`src/rtl/storage_exc_entry.sv`:
```
// Storage-exception entry sequencer: takes a pending DSI/ISI request, drains the pipeline,
// writes SRR0/SRR1 (and DAR/DSISR for DSI), updates the MSR, redirects the PC and acks the request.
module storage_exc_entry #(
    parameter logic [31:0] DSI_VECTOR = 32'h0000_0300,
    parameter logic [31:0] ISI_VECTOR = 32'h0000_0400,
    parameter logic [31:0] MSR_CLR    = 32'h0000_C030
) (
    input  logic        clk,
    input  logic        rst,
    input  logic        dsi,
    input  logic        isi,
    input  logic [31:0] pc_fault,
    input  logic [31:0] ea_fault,
    input  logic        is_store,
    input  logic [31:0] msr_in,
    input  logic        pipe_idle,
    output logic        stall_req,
    output logic [31:0] srr0,
    output logic [31:0] srr1,
    output logic [31:0] dar,
    output logic [31:0] dsisr,
    output logic        srr_we,
    output logic        dar_we,
    output logic [31:0] msr_out,
    output logic        msr_we,
    output logic [31:0] npc,
    output logic        npc_we,
    output logic        dsi_ack,
    output logic        isi_ack,
    output logic        busy
);

    typedef enum logic [2:0] {
        IDLE  = 3'd0,
        DRAIN = 3'd1,
        SAVE  = 3'd2,
        VECT  = 3'd3,
        ACK   = 3'd4
    } state_t;

    localparam logic [31:0] DSISR_BASE  = 32'h0800_0000;
    localparam logic [31:0] DSISR_STORE = 32'h0200_0000;
    localparam logic [31:0] ISI_SRR1_KEEP = 32'h0000_FFFF;

    state_t      state_r;
    logic        kind_dsi_r;
    logic [31:0] pc_r;
    logic [31:0] ea_r;
    logic [31:0] msr_r;
    logic        store_r;

    // Entry FSM; each state's outputs are loaded on the edge that enters it.
    always_ff @(posedge clk) begin
        if (rst) begin
            state_r    <= IDLE;
            kind_dsi_r <= 1'b0;
            pc_r       <= 32'h0000_0000;
            ea_r       <= 32'h0000_0000;
            msr_r      <= 32'h0000_0000;
            store_r    <= 1'b0;
            stall_req  <= 1'b0;
            srr0       <= 32'h0000_0000;
            srr1       <= 32'h0000_0000;
            dar        <= 32'h0000_0000;
            dsisr      <= 32'h0000_0000;
            srr_we     <= 1'b0;
            dar_we     <= 1'b0;
            msr_out    <= 32'h0000_0000;
            msr_we     <= 1'b0;
            npc        <= 32'h0000_0000;
            npc_we     <= 1'b0;
            dsi_ack    <= 1'b0;
            isi_ack    <= 1'b0;
            busy       <= 1'b0;
        end else begin
            srr_we  <= 1'b0;
            dar_we  <= 1'b0;
            msr_we  <= 1'b0;
            npc_we  <= 1'b0;
            dsi_ack <= 1'b0;
            isi_ack <= 1'b0;
            case (state_r)
                IDLE: begin
                    if (dsi || isi) begin
                        // DSI has priority; a simultaneous ISI stays pending upstream.
                        kind_dsi_r <= dsi;
                        pc_r       <= pc_fault;
                        ea_r       <= ea_fault;
                        msr_r      <= msr_in;
                        store_r    <= is_store;
                        stall_req  <= 1'b1;
                        busy       <= 1'b1;
                        state_r    <= DRAIN;
                    end else begin
                        state_r <= IDLE;
                    end
                end
                DRAIN: begin
                    if (pipe_idle) begin
                        srr_we <= 1'b1;
                        srr0   <= pc_r;
                        if (kind_dsi_r) begin
                            srr1   <= msr_r;
                            dar    <= ea_r;
                            dsisr  <= store_r ? (DSISR_BASE | DSISR_STORE) : DSISR_BASE;
                            dar_we <= 1'b1;
                        end else begin
                            srr1 <= (msr_r & ISI_SRR1_KEEP) | DSISR_BASE;
                        end
                        state_r <= SAVE;
                    end else begin
                        state_r <= DRAIN;
                    end
                end
                SAVE: begin
                    msr_out <= msr_r & ~MSR_CLR;
                    npc     <= kind_dsi_r ? DSI_VECTOR : ISI_VECTOR;
                    msr_we  <= 1'b1;
                    npc_we  <= 1'b1;
                    state_r <= VECT;
                end
                VECT: begin
                    dsi_ack <= kind_dsi_r;
                    isi_ack <= ~kind_dsi_r;
                    state_r <= ACK;
                end
                ACK: begin
                    stall_req <= 1'b0;
                    busy      <= 1'b0;
                    state_r   <= IDLE;
                end
                default: begin
                    stall_req <= 1'b0;
                    busy      <= 1'b0;
                    state_r   <= IDLE;
                end
            endcase
        end
    end

endmodule

```
`config.mk`:
```
export PLATFORM = sky130hd
export DESIGN_NAME = storage_exc_entry
export DESIGN_NICKNAME = d
export VERILOG_FILES = /design/src/rtl/storage_exc_entry.sv
export SDC_FILE = /design/constraint.sdc
export NUM_CORES = 1
export LEC_CHECK = 0
export BUFFER_PORTS_ARGS = -buffer_cell sky130_fd_sc_hd__buf_2
export CORE_MARGIN = 3
export CORE_UTILIZATION = 45
export CTS_CLUSTER_SIZE = 24
export DETAILED_ROUTE_END_ITERATION = 16
export GPL_TIMING_DRIVEN = 0
export PLACE_DENSITY_LB_ADDON = 0.3
export SYNTH_ARGS = -nofsm -noshare
export SYNTH_HDL_FRONTEND = slang
export SYNTH_SLANG_ARGS = --single-unit
```
`constraint.sdc`:
```
create_clock -name clk -period 2.45 [get_ports clk]
set_clock_uncertainty 0.15 [all_clocks]
set_input_delay 0.49 -clock clk [delete_from_list [all_inputs] [get_ports clk]]
set_output_delay 0.49 -clock clk [all_outputs]
set_load 0.05 [all_outputs]
```
==> load_flow_metrics.sql, run 1 <==
INSERT INTO impl_metrics (metric_group, metric, value, unit) VALUES
('status', 'run_status', 'finished, final reports clean', ''),
('detailed_routing', 'drc', '0', ''),
('global_routing', 'antenna_found_initial', '1', ''),
('die', 'core', '19700', 'µm²'),
('worst_setup_path', 'r2r_cells', '4', ''),
('worst_setup_path', 'regToRegSetupSlack', '590', 'ps'),
('placed_design', 'preCtsSetupSlack', '6.53', 'ps'),
('detailed_routing', 'drt-wirelength-per-cell', '14.7', 'µm'),
('global_routing', 'global_route.overflow_total', '0', ''),
('worst_setup_path', 'worst_path_cell_chain', 'buf_4, buf_2', ''),
('finish', 'num-nets-final', '1436', ''),
('synthesis', 'synthAdderAreaFrac', '0', '%'),
('worst_setup_path', 'timing_worst_setup_path_type', 'flop to primary output', ''),
('worst_setup_path', 'crit_required', '1810', 'ps'),
('global_routing', 'vias_in_the_first_global_route', '7152', ''),
('clock_tree', 'cts_sinks', '235', ''),
('clock_tree', 'worstSkewPairLatency', '510', 'ps'),
('die', 'fp.dieH', '148', 'µm'),
('global_routing', 'wire_length_of_the_first_global_routing_pass', '37100', 'µm'),
('die', 'die-width', '148', 'µm'),
('finish', 'antenna_cells_inserted', '0', ''),
('worst_setup_path', 'largest_stage_delay_worst_path', '430', 'ps'),
('global_routing', 'grt_util_all_layers', '20.8', '%'),
('finish', 'multi_input_gate_area', '3720', 'µm²'),
('detailed_routing', 'via_count', '7523', ''),
('worst_setup_path', 'critical_path_depth', '2', ''),
('clock_tree', 'cts_root_buf', 'sky130_fd_sc_hd__clkbuf_16', ''),
('synthesis', 'ys_warn_count', '0', ''),
('clock_tree', 'ctsHoldBuffers', '0', ''),
('synthesis', 'syn-cell-area', '9100', 'µm²'),
('worst_hold_path', 'holdCritPathClass', 'input pin to flop', ''),
('clock_tree', 'cts_setup_buffers', '0', ''),
('worst_setup_path', 'r2r_start', 'state_r[1]', ''),
('worst_setup_path', 'crit_path_end_kind', 'primary output', ''),
('clock_tree', 'cts.htree.levels', '1', ''),
('power_and_ir_drop', 'pwr_density_cell', '805', 'nW/µm²'),
('detailed_routing', 'final_antenna_net_count', '0', ''),
('sta', 'final.setup.tns', '0', 'ps'),
('detailed_routing', 'initialDrtViolationCount', '429', ''),
('placed_design', 'hpwlAfterDp', '17400', 'µm'),
('sta', 'post-route-worst-setup-slack', '478', 'ps'),
('detailed_routing', 'viasPerCell', '4.66', ''),
('sta', 'finalCritPeriodShare', '80.5', '%'),
('synthesis', 'dominant_combinational_cell_family_by_area_after_synthesis', 'simple AND/OR/NAND/NOR gates', ''),
('synthesis', 'ys_seq_elements', '235', ''),
('worst_setup_path', 'critical_path.top_delay_family', 'flip-flops', ''),
('synthesis', 'synth_async_sr_flop_share', '0', '%'),
('finish', 'mostFrequentLayoutCell', 'sky130_fd_sc_hd__nand2_1', ''),
('finish', 'post_layout_util', '59.2', '%'),
('clock_tree', 'clk_pin_slew', '60', 'ps'),
('die', 'dieArea', '22000', 'µm²'),
('finish', 'layout.area.seq', '4700', 'µm²'),
('detailed_routing', 'drt_wl_total', '23800', 'µm'),
('clock_tree', 'cts_buffer_depth', '3', ''),
('sta', 'setup_violations', '0', ''),
('synthesis', 'synthFlopType', 'sky130_fd_sc_hd__dfxtp_1', ''),
('worst_setup_path', 'worstPathArrival', '1330', 'ps'),
('worst_hold_path', 'hold_path.startpoint', 'pc_fault[5]', ''),
('placed_design', 'io_buffers', '238', ''),
('synthesis', 'synth_largest_area_cell', 'sky130_fd_sc_hd__dfxtp_1', ''),
('clock_tree', 'numCtsBuffers', '24', ''),
('sta', 'worstMarginPinSlew', '735', 'ps'),
('die', 'io-pin-count', '302', ''),
('worst_hold_path', 'whs_endpoint', 'pc_r[5]', ''),
('finish', 'mostFrequentLayoutCells', '380 x sky130_fd_sc_hd__nand2_1, 248 x sky130_fd_sc_hd__buf_2, 235 x sky130_fd_sc_hd__dfxtp_1, 130 x sky130_fd_sc_hd__mux2i_1, 82 x sky130_fd_sc_hd__buf_4', ''),
('worst_setup_path', 'startpoint_type', 'flop', ''),
('sta', 'timing.final.hold_violations', '0', ''),
('worst_setup_path', 'cp_slowest_cell', 'sky130_fd_sc_hd__dfxtp_1', ''),
('synthesis', 'synth_sequential_area_ratio', '51.7', '%'),
('synthesis', 'synth-xor-area-share', '0', '%'),
('sta', 'timing.hold.ws', '65.2', 'ps');
## through the flow
step	cell area, µm²	power [mW]
after global placement	10900	5.82
after global routing	11600	9.76
final	11600	9.36
after floorplan	9330	5.46
after detailed placement	10900	5.84
after CTS	11600	9.45
## where the power goes
group | internal [mW] | switching, mW
sequential | 4.08 | 0.140
combinational | 0.534 | 1.01
clock | 2.15 | 1.45
total | 6.76 | 2.60
## registers in the layout, indices dropped and copies added, names as in the netlist
name and count:
busy 1, dar 32, dar_we 1, dsi_ack 1, dsisr 2, ea_r 32
isi_ack 1, kind_dsi_r 1, msr_out 28, msr_r 32, npc 2, npc_we 1
pc_r 32, srr0 32, srr1 32, srr_we 1, state_r 3, store_r 1
## routing by layer
layer	up-vias	global-route usage [%]	part of all wire, %
met3	31	4.69	8.2
met5	-	0	0.055
met4	2	5.08	1.8
li1	3792	-	-
met1	3426	27.3	43
met2	272	34.9	47
## worst min-delay path, delay by kind of cell
family	cells	cell delay (ps)
and+or+nand+nor	1	40
muxes	1	60
buffers and inverters	1	90
## synthesized netlist by cell type, drive strengths merged, types with 2 or more instances
| master | n |
|---|---|
| a21oi | 79 |
| a22o | 15 |
| and4bb | 2 |
| buf | 100 |
| clkbuf | 37 |
| dfxtp | 235 |
| mux2i | 130 |
| nand2 | 380 |
| nor2 | 5 |
| nor2b | 5 |
| nor3 | 3 |
| nor3b | 2 |
| o21a | 2 |
## worst max path at each step
| stage | startpoint | to | slack [ps] |
|---|---|---|---|
| after global routing | rst | npc[10] | 400 |
| after CTS | busy | stall_req | 460 |
| after floorplan | rst | srr0[0] | 880 |
| after detailed placement | rst | npc[10] | 7 |
| final | busy | stall_req | 480 |
| after global placement | rst | msr_r[25] | 50 |
## final cells by class
| cell class | instances | share of cell area [%] |
|---|---|---|
| Inverter | 1 | 0.0323 |
| Tap cell | 265 | 2.85 |
| Sequential cell | 235 | 40.5 |
| Timing Repair Buffer | 238 | 10.2 |
| Clock inverter | 8 | 0.807 |
| Multi-Input combinational cell | 697 | 32.0 |
| Clock buffer | 32 | 5.86 |
| Buffer | 137 | 7.76 |
## logic make-up (layout without fill, tap and decap cells)
kind of cell,count (synthesis),in the layout
other,1,63
AND/OR/NAND/NOR,404,404
buffers and inverters,138,416
flip-flops,235,235
AO/OA/AOI/OAI,100,100
multiplexers,130,130
(Power assumes the default switching activity.)
==> run 2, diff against run 1 <==
- clock period: 2.45 -> 1.9 ns (I/O delays scaled with it)
==> load_flow_metrics.sql, run 2 (synthesis gave the netlist of run 1 again) <==
INSERT INTO impl_metrics (metric_group, metric, value, unit) VALUES
('worst_setup_path', 'r2r_start', 'state_r[2]', ''),
('sta', 'worstMarginPinSlew', '659', 'ps'),
('worst_setup_path', 'regToRegSetupSlack', '100', 'ps'),
('clock_tree', 'cts.htree.levels', '1', ''),
('finish', 'fillCellCount', '1664', ''),
('worst_setup_path', 'cp_slowest_cell', 'sky130_fd_sc_hd__dfxtp_1', ''),
('finish', 'layout.area.seq', '4710', 'µm²'),
('clock_tree', 'cts_buffer_depth', '3', ''),
('global_routing', 'wire_length_of_the_first_global_routing_pass', '40600', 'µm'),
('die', 'core', '19700', 'µm²'),
('power_and_ir_drop', 'p_switching', '3.41', 'mW'),
('power_and_ir_drop', 'comb_power_share', '17.8', '%'),
('sta', 'final.setup.tns', '0', 'ps'),
('finish', 'final_layout_size_suffix_gt1_share', '26.7', '%'),
('worst_hold_path', 'whs_endpoint', 'pc_r[1]', ''),
('detailed_routing', 'drt-wirelength-per-cell', '15.1', 'µm'),
('die', 'fp.dieH', '148', 'µm'),
('global_routing', 'vias_in_the_first_global_route', '7961', ''),
('die', 'initial_utilization', '46.3', '%'),
('worst_setup_path', 'critical-path-top-cell-by-count', 'sky130_fd_sc_hd__buf_6', ''),
('finish', 'area_growth', '38.7', '%'),
('worst_setup_path', 'worstReg2RegEnd', 'pc_r[24]', ''),
('die', 'placement_rows', '51', ''),
('sta', 'timing.final.max_slew_violations', '0', ''),
('power_and_ir_drop', 'pwr_density_cell', '973', 'nW/µm²'),
('power_and_ir_drop', 'peakVddDrop', '0.000600', 'V'),
('worst_setup_path', 'crit_path_end_kind', 'flop', ''),
('finish', 'post_layout_util', '64.2', '%'),
('worst_setup_path', 'worst_path_cell_chain', 'buf_6, nor3_4, o21a_1, buf_6, buf_12, buf_8, mux2i_1', ''),
('placed_design', 'io_buffers', '238', ''),
('worst_setup_path', 'timing_worst_setup_path_type', 'flop to flop', ''),
('worst_setup_path', 'worstPathArrival', '2080', 'ps'),
('worst_setup_path', 'crit_required', '2180', 'ps'),
('detailed_routing', 'viasPerCell', '4.73', ''),
('worst_hold_path', 'hold_depth', '3', ''),
('die', 'io-pin-count', '302', ''),
('power_and_ir_drop', 'total_power', '12.3', 'mW'),
('clock_tree', 'numCtsBuffers', '24', ''),
('die', 'dieArea', '22000', 'µm²'),
('detailed_routing', 'via_count', '8084', ''),
('finish', 'num-nets-final', '1532', ''),
('sta', 'timing.hold.ws', '19.2', 'ps'),
('sta', 'timing.final.crit_period', '1800', 'ps'),
('run', 'maxCapViolCount', '0', ''),
('clock_tree', 'cts_root_buf', 'sky130_fd_sc_hd__clkbuf_16', ''),
('worst_setup_path', 'crit_fanout', '10', ''),
('worst_hold_path', 'hold_path.startpoint', 'pc_fault[1]', ''),
('die', 'die-width', '148', 'µm'),
('worst_hold_path', 'holdCritPathClass', 'input pin to flop', ''),
('finish', 'mostFrequentLayoutCell', 'sky130_fd_sc_hd__nand2_1', ''),
('clock_tree', 'clk_pin_slew', '60', 'ps'),
('clock_tree', 'cts_tree', 'done', ''),
('global_routing', 'antenna_found_initial', '1', ''),
('detailed_routing', 'drtPass1Iterations', '5', ''),
('detailed_routing', 'initialDrtViolationCount', '438', ''),
('worst_setup_path', 'startpoint_type', 'flop', ''),
('power_and_ir_drop', 'power_report.internal_total', '8.87', 'mW'),
('global_routing', 'pin_count_of_the_biggest_net_entering_global_routing', '15', ''),
('status', 'run_status', 'finished, final reports clean', ''),
('finish', 'layoutNonFillerInstCount', '1709', ''),
('power_and_ir_drop', 'power.switching_fraction', '27.8', '%'),
('detailed_routing', 'drt_wl_total', '25800', 'µm'),
('placed_design', 'routability_driven_placement_congestion_ratio', '0.824', ''),
('clock_tree', 'worstSkewPairLatency', '510', 'ps'),
('detailed_routing', 'final_antenna_net_count', '0', ''),
('global_routing', 'global_route.overflow_total', '0', ''),
('sta', 'setup_violations', '0', ''),
('power_and_ir_drop', 'cellLeakagePower', '5.92', 'nW'),
('sta', 'slew_headroom', '56.1', '%'),
('worst_setup_path', 'largest_stage_delay_worst_path', '310', 'ps'),
('power_and_ir_drop', 'clkPwrFrac', '37.9', '%'),
('placed_design', 'hpwlAfterDp', '17400', 'µm'),
('placed_design', 'placed_cells_incl_taps', '1573', ''),
('power_and_ir_drop', 'p_seq_share', '44.3', '%'),
('sta', 'grt_setup_unrepaired', 'yes', ''),
('sta', 'finalCritPeriodShare', '94.9', '%'),
('finish', 'multi_input_gate_area', '3730', 'µm²'),
('sta', 'timing.fmax', '555', 'MHz'),
('finish', 'mostFrequentLayoutCells', '380 x sky130_fd_sc_hd__nand2_1, 248 x sky130_fd_sc_hd__buf_2, 233 x sky130_fd_sc_hd__dfxtp_1, 129 x sky130_fd_sc_hd__mux2i_1, 96 x sky130_fd_sc_hd__dlygate4sd3_1', ''),
('detailed_routing', 'drc', '0', ''),
('clock_tree', 'cts_sinks', '235', ''),
('worst_setup_path', 'r2r_cells', '7', ''),
('finish', 'antenna_cells_inserted', '0', ''),
('global_routing', 'grt_util_all_layers', '22.7', '%'),
('sta', 'timing.final.hold_violations', '0', '');
[run 2: how the worst max path moves through the flow]
stage,from,to,cells past startpoint
finish,state_r[2],pc_r[24],7
global route,state_r[1],srr0[29],5
CTS,state_r[2],pc_r[24],7
detailed placement,rst,npc[10],6
global placement,rst,msr_r[25],6
floorplan,state_r[2],pc_r[22],7
[run 2: routing by layer]
metal  GRT usage (%)  share of wire, %  vias to the layer above
li1                -                 -                     3989
met1            28.4                41                     3734
met2            39.5                48                      311
met3            4.66               7.4                       48
met4            6.97               2.6                        2
met5               0             0.078                        -
[run 2: through the flow]
stage          worst slack [ps]  area [µm²]
2_1_floorplan               335        9330
3_3_place_gp               -390       10900
3_5_place_dp               -433       10900
4_1_cts                    19.3       12600
5_1_grt                  -0.684       12600
6_report                   96.9       12600
[run 2: cell type report]
cell class | instances | area share (%)
plain buffers | 137 | 7.28
well taps | 265 | 2.63
repair buffers | 334 | 17.1
flip-flops and latches | 235 | 37.3
clock buffers | 32 | 5.40
clock inverters | 8 | 0.744
inverters | 1 | 0.0297
multi-input cells | 697 | 29.6
[run 2: worst max-delay path: cells and delay by family (launching register included)]
family | cells | cell delay, ps
buffers and inverters | 4 | 640
DFF | 1 | 310
muxes | 1 | 230
and+or+nand+nor | 1 | 210
AOI/OAI and AO/OA | 1 | 170
[run 2: repair_timing]
action | 4_1_cts | 5_1_grt
gates resized for setup | 0 | 14
endpoints found under the hold margin | 95 | 0
setup buffers | 0 | 0
endpoints found under the setup margin | 0 | 35
hold buffers | 96 | 0
[run 2: power groups by stage]
stage / clock (mW) / sequential, mW / combinational [mW]
4_1_cts: 4.75 / 5.43 / 2.16
5_1_grt: 4.98 / 5.48 / 2.34
6_report: 4.65 / 5.44 / 2.18
2_1_floorplan: 0 / 5.73 / 1.31
3_5_place_dp: 0 / 5.54 / 2.00
3_3_place_gp: 0 / 5.53 / 1.98
